===== src/rtl/uart_defs_pkg.sv =====
// Shared definitions for UART byte consumers: frame state encodings,
// frame geometry, the default sync marker and the frame checksum.
package uart_defs_pkg;

  typedef enum logic [2:0] {
    ST_IDLE = 3'd0,
    ST_ADDR = 3'd1,
    ST_DHI  = 3'd2,
    ST_DLO  = 3'd3,
    ST_CHK  = 3'd4
  } parser_state_t;

  localparam int unsigned FRAME_LEN     = 5;
  localparam logic [7:0]  DEF_SYNC_BYTE = 8'hA5;

  // Frame checksum: XOR of the address and both data bytes
  function automatic logic [7:0] frame_chk(input logic [7:0] addr,
                                           input logic [7:0] hi,
                                           input logic [7:0] lo);
    return addr ^ hi ^ lo;
  endfunction

endpackage


===== src/rtl/uart_rdy_edge.sv =====
// Turns the receiver's level data-ready into a single-cycle byte strobe.
// The history flop resets to 1 so that a byte already being presented
// when reset releases is not mistaken for a fresh arrival.
module uart_rdy_edge (
  input  logic clk_in,
  input  logic reset,
  input  logic rdy,
  output logic byte_stb
);

  logic rdy_q;

  // Remember last cycle's ready level for rising-edge detection
  always_ff @(posedge clk_in or posedge reset) begin
    if (reset) rdy_q <= 1'b1;
    else       rdy_q <= rdy;
  end

  assign byte_stb = rdy & ~rdy_q;

endmodule


===== src/rtl/uart_cmd_parser.sv =====
// Assembles 5-byte command frames (SYNC, ADDR, DATA_HI, DATA_LO, CHK) from
// the UART receiver and issues one-cycle register-write strobes for valid
// frames; rejected frames pulse frame_err and bump a saturating counter.
// Optional build macro UART_PARSER_TIMEOUT_EN adds an inter-byte gap
// timeout that abandons a stalled partial frame.
module uart_cmd_parser
  import uart_defs_pkg::*;
#(
  parameter logic [7:0]  SYNC_BYTE   = DEF_SYNC_BYTE,
  parameter int unsigned NUM_REGS    = 8,
  parameter int unsigned TIMEOUT_CYC = 640,
  parameter int unsigned ERR_CNT_W   = 8
) (
  input  logic                 clk_in,
  input  logic                 reset,
  input  logic [7:0]           rx_byte,
  input  logic                 rx_rdy,
  output logic                 wr_en,
  output logic [7:0]           wr_addr,
  output logic [15:0]          wr_data,
  output logic                 frame_err,
  output logic [ERR_CNT_W-1:0] err_count,
  output logic                 busy
);

  parser_state_t state;
  logic          byte_stb;
  logic [7:0]    addr_q;
  logic [7:0]    hi_q;
  logic [7:0]    lo_q;
  logic          timeout;

  // Saturating increment: the error count sticks at all-ones
  function automatic logic [ERR_CNT_W-1:0] sat_inc(input logic [ERR_CNT_W-1:0] v);
    return (&v) ? v : v + {{(ERR_CNT_W-1){1'b0}}, 1'b1};
  endfunction

  uart_rdy_edge u_rdy_edge (
    .clk_in   (clk_in),
    .reset    (reset),
    .rdy      (rx_rdy),
    .byte_stb (byte_stb)
  );

`ifdef UART_PARSER_TIMEOUT_EN
  localparam int unsigned GAP_W = (TIMEOUT_CYC > 2) ? $clog2(TIMEOUT_CYC) : 1;

  logic [GAP_W-1:0] gap_q;

  // A byte arriving on the terminal cycle takes priority over the timeout
  assign timeout = (state != ST_IDLE) && !byte_stb &&
                   (gap_q == GAP_W'(TIMEOUT_CYC - 1));

  // Inter-byte gap counter: runs only inside a frame, restarts per byte
  always_ff @(posedge clk_in or posedge reset) begin
    if (reset)                                        gap_q <= '0;
    else if (byte_stb || timeout || state == ST_IDLE) gap_q <= '0;
    else                                              gap_q <= gap_q + GAP_W'(1);
  end
`else
  assign timeout = 1'b0;
`endif

  // Frame FSM: walks one state per received byte and registers all outputs
  always_ff @(posedge clk_in or posedge reset) begin
    if (reset) begin
      state     <= ST_IDLE;
      wr_en     <= 1'b0;
      frame_err <= 1'b0;
      wr_addr   <= '0;
      wr_data   <= '0;
      err_count <= '0;
      addr_q    <= '0;
      hi_q      <= '0;
      lo_q      <= '0;
    end else begin
      wr_en     <= 1'b0;
      frame_err <= 1'b0;
      if (byte_stb) begin
        case (state)
          ST_IDLE: begin
            if (rx_byte == SYNC_BYTE) state <= ST_ADDR;
          end
          ST_ADDR: begin
            addr_q <= rx_byte;
            state  <= ST_DHI;
          end
          ST_DHI: begin
            hi_q  <= rx_byte;
            state <= ST_DLO;
          end
          ST_DLO: begin
            lo_q  <= rx_byte;
            state <= ST_CHK;
          end
          ST_CHK: begin
            if (rx_byte == frame_chk(addr_q, hi_q, lo_q) &&
                32'(addr_q) < NUM_REGS) begin
              wr_en   <= 1'b1;
              wr_addr <= addr_q;
              wr_data <= {hi_q, lo_q};
            end else begin
              frame_err <= 1'b1;
              err_count <= sat_inc(err_count);
            end
            state <= ST_IDLE;
          end
          default: state <= ST_IDLE;
        endcase
      end else if (timeout) begin
        frame_err <= 1'b1;
        err_count <= sat_inc(err_count);
        state     <= ST_IDLE;
      end
    end
  end

  assign busy = (state != ST_IDLE);

endmodule


===== config.mk =====
export PLATFORM = sky130hd
export DESIGN_NAME = uart_cmd_parser
export DESIGN_NICKNAME = d
export VERILOG_FILES = /design/src/rtl/uart_defs_pkg.sv /design/src/rtl/uart_rdy_edge.sv /design/src/rtl/uart_cmd_parser.sv
export SDC_FILE = /design/constraint.sdc
export NUM_CORES = 1
export LEC_CHECK = 0
export ABC_AREA = 1
export CAP_MARGIN = 25
export CORE_AREA = 3 3 105 67
export DETAILED_ROUTE_END_ITERATION = 7
export DIE_AREA = 0 0 108 70
export PLACE_DENSITY_LB_ADDON = 0.2
export SYNTH_ARGS = -nofsm -noshare
export SYNTH_HDL_FRONTEND = slang
export SYNTH_SLANG_ARGS = --single-unit

===== constraint.sdc =====
create_clock -name clk_in -period 4 [get_ports clk_in]
set_input_delay 0.4 -clock clk_in [delete_from_list [all_inputs] [get_ports clk_in]]
set_output_delay 0.4 -clock clk_in [all_outputs]
set_load 0.01 [all_outputs]

* Word-level counts from Yosys, hierarchy flattened
Index checks and enable logic that the tools add are counted.
** Storage, ports and cells
- Memories :: 0
- Output and inout port bits :: 35
- Memory bits (writable) :: 0
- ROM bits :: 0
- Register bits :: 62
- Bits in latches :: 0
** Cells by class
- Equality and inequality tests :: 7
- Reduce and logical (&&, ||, !) cells :: 10
- Add/subtract/negate cells :: 1
- Multipliers :: 0
- Magnitude comparators :: 1
- Multiplexer cells :: 8
- Div/mod/pow operators :: 0
- Shift-type cells :: 0
- Bitwise gates (word level) :: 6
** Operator list (count)
- 8-bit XOR :: 2
- 3-bit one-hot mux with 4 select lines :: 1
- 8-bit by 1-bit adder with 8-bit output (second input constant) :: 1
- 8-bit equality test :: 1
- 8-bit equality test (second input constant) :: 1
- 8-bit by 4-bit less-than comparator with 1-bit output (second input constant) :: 1
- 2-bit AND reduction :: 4
- 8-bit AND reduction :: 1
- 3-bit by 2-bit equality test with 1-bit output (second input constant) :: 2
- 1-bit two-way mux :: 6
- 4-bit AND reduction :: 1
- 3-bit by 1-bit equality test with 1-bit output (second input constant) :: 1
- 3-bit equality test (second input constant) :: 1
- 3-bit logical NOT :: 1
- 3-bit two-way mux :: 1
- 1-bit NOT :: 3
- 3-bit AND reduction :: 1
- 3-bit nonzero test :: 1
- 2-bit inequality test (second input constant) :: 1
- 1-bit bitwise AND :: 1
- 1-bit logical AND :: 1

* Longest topological paths before layout
- Depth in word-level cells :: 7
- Mapped depth :: 13

* Modules after synthesis
From an unflattened synthesis, not the netlist that was laid out.
** Unflattened totals
- Cell total of the unflattened synthesis :: 370
- Area total of the unflattened synthesis :: 2994.1 sq um
** By module, submodules not included
- uart_cmd_parser :: seq. area each 1526.5 sq um, instances 1, cells an instance 366, area each 2954.1 sq um
- uart_rdy_edge :: seq. area each 26.3 sq um, instances 1, cells an instance 4, area each 40.0 sq um

* Least setup slack after synthesis
No wires, ideal clock.
- Kind :: flip-flop to flip-flop
- Start point :: register err_count[0]
- End point :: register err_count[5]
- Library setup time :: 0.117 ns
- Arrival :: 1.532 ns
- Required time :: 3.883 ns
- Path slack :: 2.351 ns
- Buffers on the path :: 1
- Stages on the path, launching flop included :: 11
- Path through :: dfrtp_1 > ha_1 > nand2_1 > inv_1 > nand4_1 > o21a_1 > buf_4 > nor3b_1 > nand3_1 > nand2_1 > nand2_1
** On the way
- Longest elaborated chain between the ends :: 3
- Elaborated cells between the ends (all ways) :: 4
** Ends and longest elaborated chain
- from (decl) :: RTL line uart_cmd_parser.sv:22 : output logic [ERR_CNT_W-1:0] err_count,
- from (signal assigned) :: RTL line uart_cmd_parser.sv:104 : err_count <= sat_inc(err_count);
- from (signal assigned) :: RTL line uart_cmd_parser.sv:112 : err_count <= sat_inc(err_count);
- parallel branches: the longest is 3 deep, another holds 8-bit by 1-bit adder with 8-bit output
Parallel ways; which one is timed is not known.
A chain may end at the register's enable or synchronous reset.

* Worst setup path in the final report
- Start point :: input rx_rdy
- End point :: register lo_q[7]
** On the way
- Longest elaborated chain between the ends :: 2
** Ends and longest elaborated chain
- from (decl) :: RTL line uart_cmd_parser.sv:17 : input logic rx_rdy,
- 1-bit bitwise AND :: RTL line uart_rdy_edge.sv:19 : assign byte_stb = rdy & ~rdy_q;
- 2-bit AND reduction (no line)
- to (signal assigned) :: RTL line uart_cmd_parser.sv:93 : lo_q <= rx_byte;
- to (decl) :: RTL line uart_cmd_parser.sv:30 : logic [7:0] lo_q;
No other way between the ends.

==> results.toml <==
[synth]
synthDistinctLibCells = 28
syn_inst = 365
synth-seq-cells = 62
ys_async_sr_fraction = 1.00
syn_nets = 377
synth.most_common_cell = "nand2_1"
synth_area_leader_cell = "dfrtp_1"
synth_area_leaders = "dfrtp_1 (51%), nand2_1 (16%), inv_1 (5.5%)"
netlist_area_um2 = 3010
synthTopCellsByCount = "nand2_1 (125), dfrtp_1 (61), inv_1 (44), nand3_1 (30), o21ai_0 (26)"
netlist.area_leader.share = 0.508
synth_ff_type = "dfrtp_1"
ys_warn_count = 0
synth-edff-count = 0
syn_area_per_cell_um2 = 8.24
ys_seq_area_frac = 0.516

[floorplan]
io_pins = 46
core_um2 = 6080
start_util = 0.494
die_h_um = 70
die-area_um2 = 7560
die_x_um = 108
rows = 22

[routing]
vias = 2497
dr.pass1.iters = 4
wire_per_inst_um = 13.1
via_per_inst = 4.96
drt_first_iter_violations = 157
wl_mm = 6.59
route.detailed.drc = 0
postRouteAntennaNets = 0

[sta]
period_share = 0.528
setup_viol = 0
drv_slew = 0
fmax_mhz = 474
relSlewSlack = 0.489
tightestPinTransition_ps = 764
layout_min_cycle_time_ps = 2110
hold_violations = 0
rsz0062_at_grt = "false"
whs_ps = 465
final.setup.tns_ps = 0
fin_worst_skew_ps = 10.7

[worst_setup_path]
critPathMaxFanout = 17
end_kind = "flip-flop"
worstPathArrival_ps = 2350
crit_type = "in2reg"
worstPathRequired_ps = 4230
r2r_slack_ps = 1950
cp-start-kind = "input port"

[power]
powerDensity_nw_per_um2 = 563
ir_worst_vdd_mv = 0.339
leakage_nw = 1.88

[clock_network]
cts_buffers = 9
cts_hold_buf = 0
clock-sinks = 62
clock_latency_ps = 340
clk_pin_slew_ps = 70
htreeDepth = 3
post_cts_buffers = 0
cts_root_buf = "clkbuf_8"
cts-resized-gates = 0
tritoncts = "done"
cts.path.max_buffers = 2

[place]
gp_congestion = 0.798
port_buffers = 45
place_hpwl_mm = 4.85

[worst_hold_path]
hold_path_class = "reg2reg"

[global_route]
antenna_found_initial = 0
grt_pass1_wl_mm = 11.3
track_usage = 0.195
grt_pass1_vias = 2242
grt_max_degree = 44
grt_overflow_total = 0

[cells_and_area]
finish.utilization = 0.605
drive_above_1_share = 0.119
nets = 426
diodes = 0
syn_to_final_growth_pct = 22.5

[run]
maxCapViolCount = 0

[run_status]
status = "completed"
## cell usage in the layout, fill, tap and decap left out
cell,count
a21oi_1,2
buf_4,2
clkbuf_1,3
clkbuf_8,11
clkdlybuf4s50_1,45
clkinv_2,2
dfrtp_1,61
dfstp_2,1
ha_1,1
inv_1,43
inv_2,9
nand2_1,125
nand2_2,3
nand3_1,30
nand3_2,1
nand3b_4,1
nand4_1,13
nor2_1,10
nor2_2,1
nor2_4,2
nor3_1,1
nor3b_1,1
nor4_1,1
o21a_1,1
o21ai_0,26
o21ai_1,1
o21ai_2,17
o21bai_1,1
xnor2_1,2
xor2_1,2
## worst max-delay path, stage by stage
cell and delay [ps]:
clkdlybuf4s50_1 480, inv_1 40, nor2_1 320, nand4_1 700, o21ai_0 400
## flip-flops by register name, indices dropped and copies added, names as in the netlist
| signal | count |
|---|---|
| addr_q | 8 |
| err_count | 8 |
| frame_err | 1 |
| hi_q | 8 |
| lo_q | 8 |
| state | 3 |
| u_rdy_edge.rdy_q | 1 |
| wr_addr | 8 |
| wr_data | 16 |
| wr_en | 1 |
## report_power, final
| group | total [mW] | switching [mW] | internal [mW] |
|---|---|---|---|
| sequential | 0.895 | 0.132 | 0.763 |
| combinational | 0.695 | 0.454 | 0.241 |
| clock | 0.483 | 0.226 | 0.257 |
| total | 2.07 | 0.812 | 1.26 |
## kinds of logic after synthesis
group,count (synthesis),share of synthesized area
flops,62,0.516
simple gates,189,0.278
xor+xnor,4,0.0117
compound gates,48,0.103
buf+inv,61,0.0874
fa+ha+maj,1,0.00416
## path summary, 6_finish.rpt
kind	to	cells after the start	from
worst max-delay path	lo_q[7]	5	rx_rdy
worst min-delay path	wr_addr[4]	2	wr_addr[4]
worst max register to register	wr_data[11]	12	hi_q[3]
worst min register to register	wr_addr[4]	2	wr_addr[4]
max in group asynchronous	lo_q[4]	3	reset
min in group asynchronous	wr_data[8]	2	reset
## layer usage
layer / GRT usage / wire (µm)
met3: 0.0536 / 427
met5: 0 / 0
met2: 0.248 / 2650
met1: 0.309 / 3440
met4: 0.0714 / 71
## per-stage QoR
stage          area (µm²)  total power [mW]  std cells  setup slack [ps]
6_report             3680              2.07        503              1890
2_1_floorplan        3010              1.39        365              2060
5_1_grt              3680              2.25        503              1620
3_3_place_gp         3510              1.56        487              1550
4_1_cts              3680              2.08        503              1900
3_5_place_dp         3510              1.59        487              1550
## area by class of cell
type	count	area, µm²
fillers	568	2400
well taps	84	105
flip-flops and latches	62	1550
multi-input cells	242	1190
clock buffers	14	163
inverters	52	195
clock inverters	2	10.0
repair buffers	47	465
No activity file was read; power rests on OpenSTA's default activity.
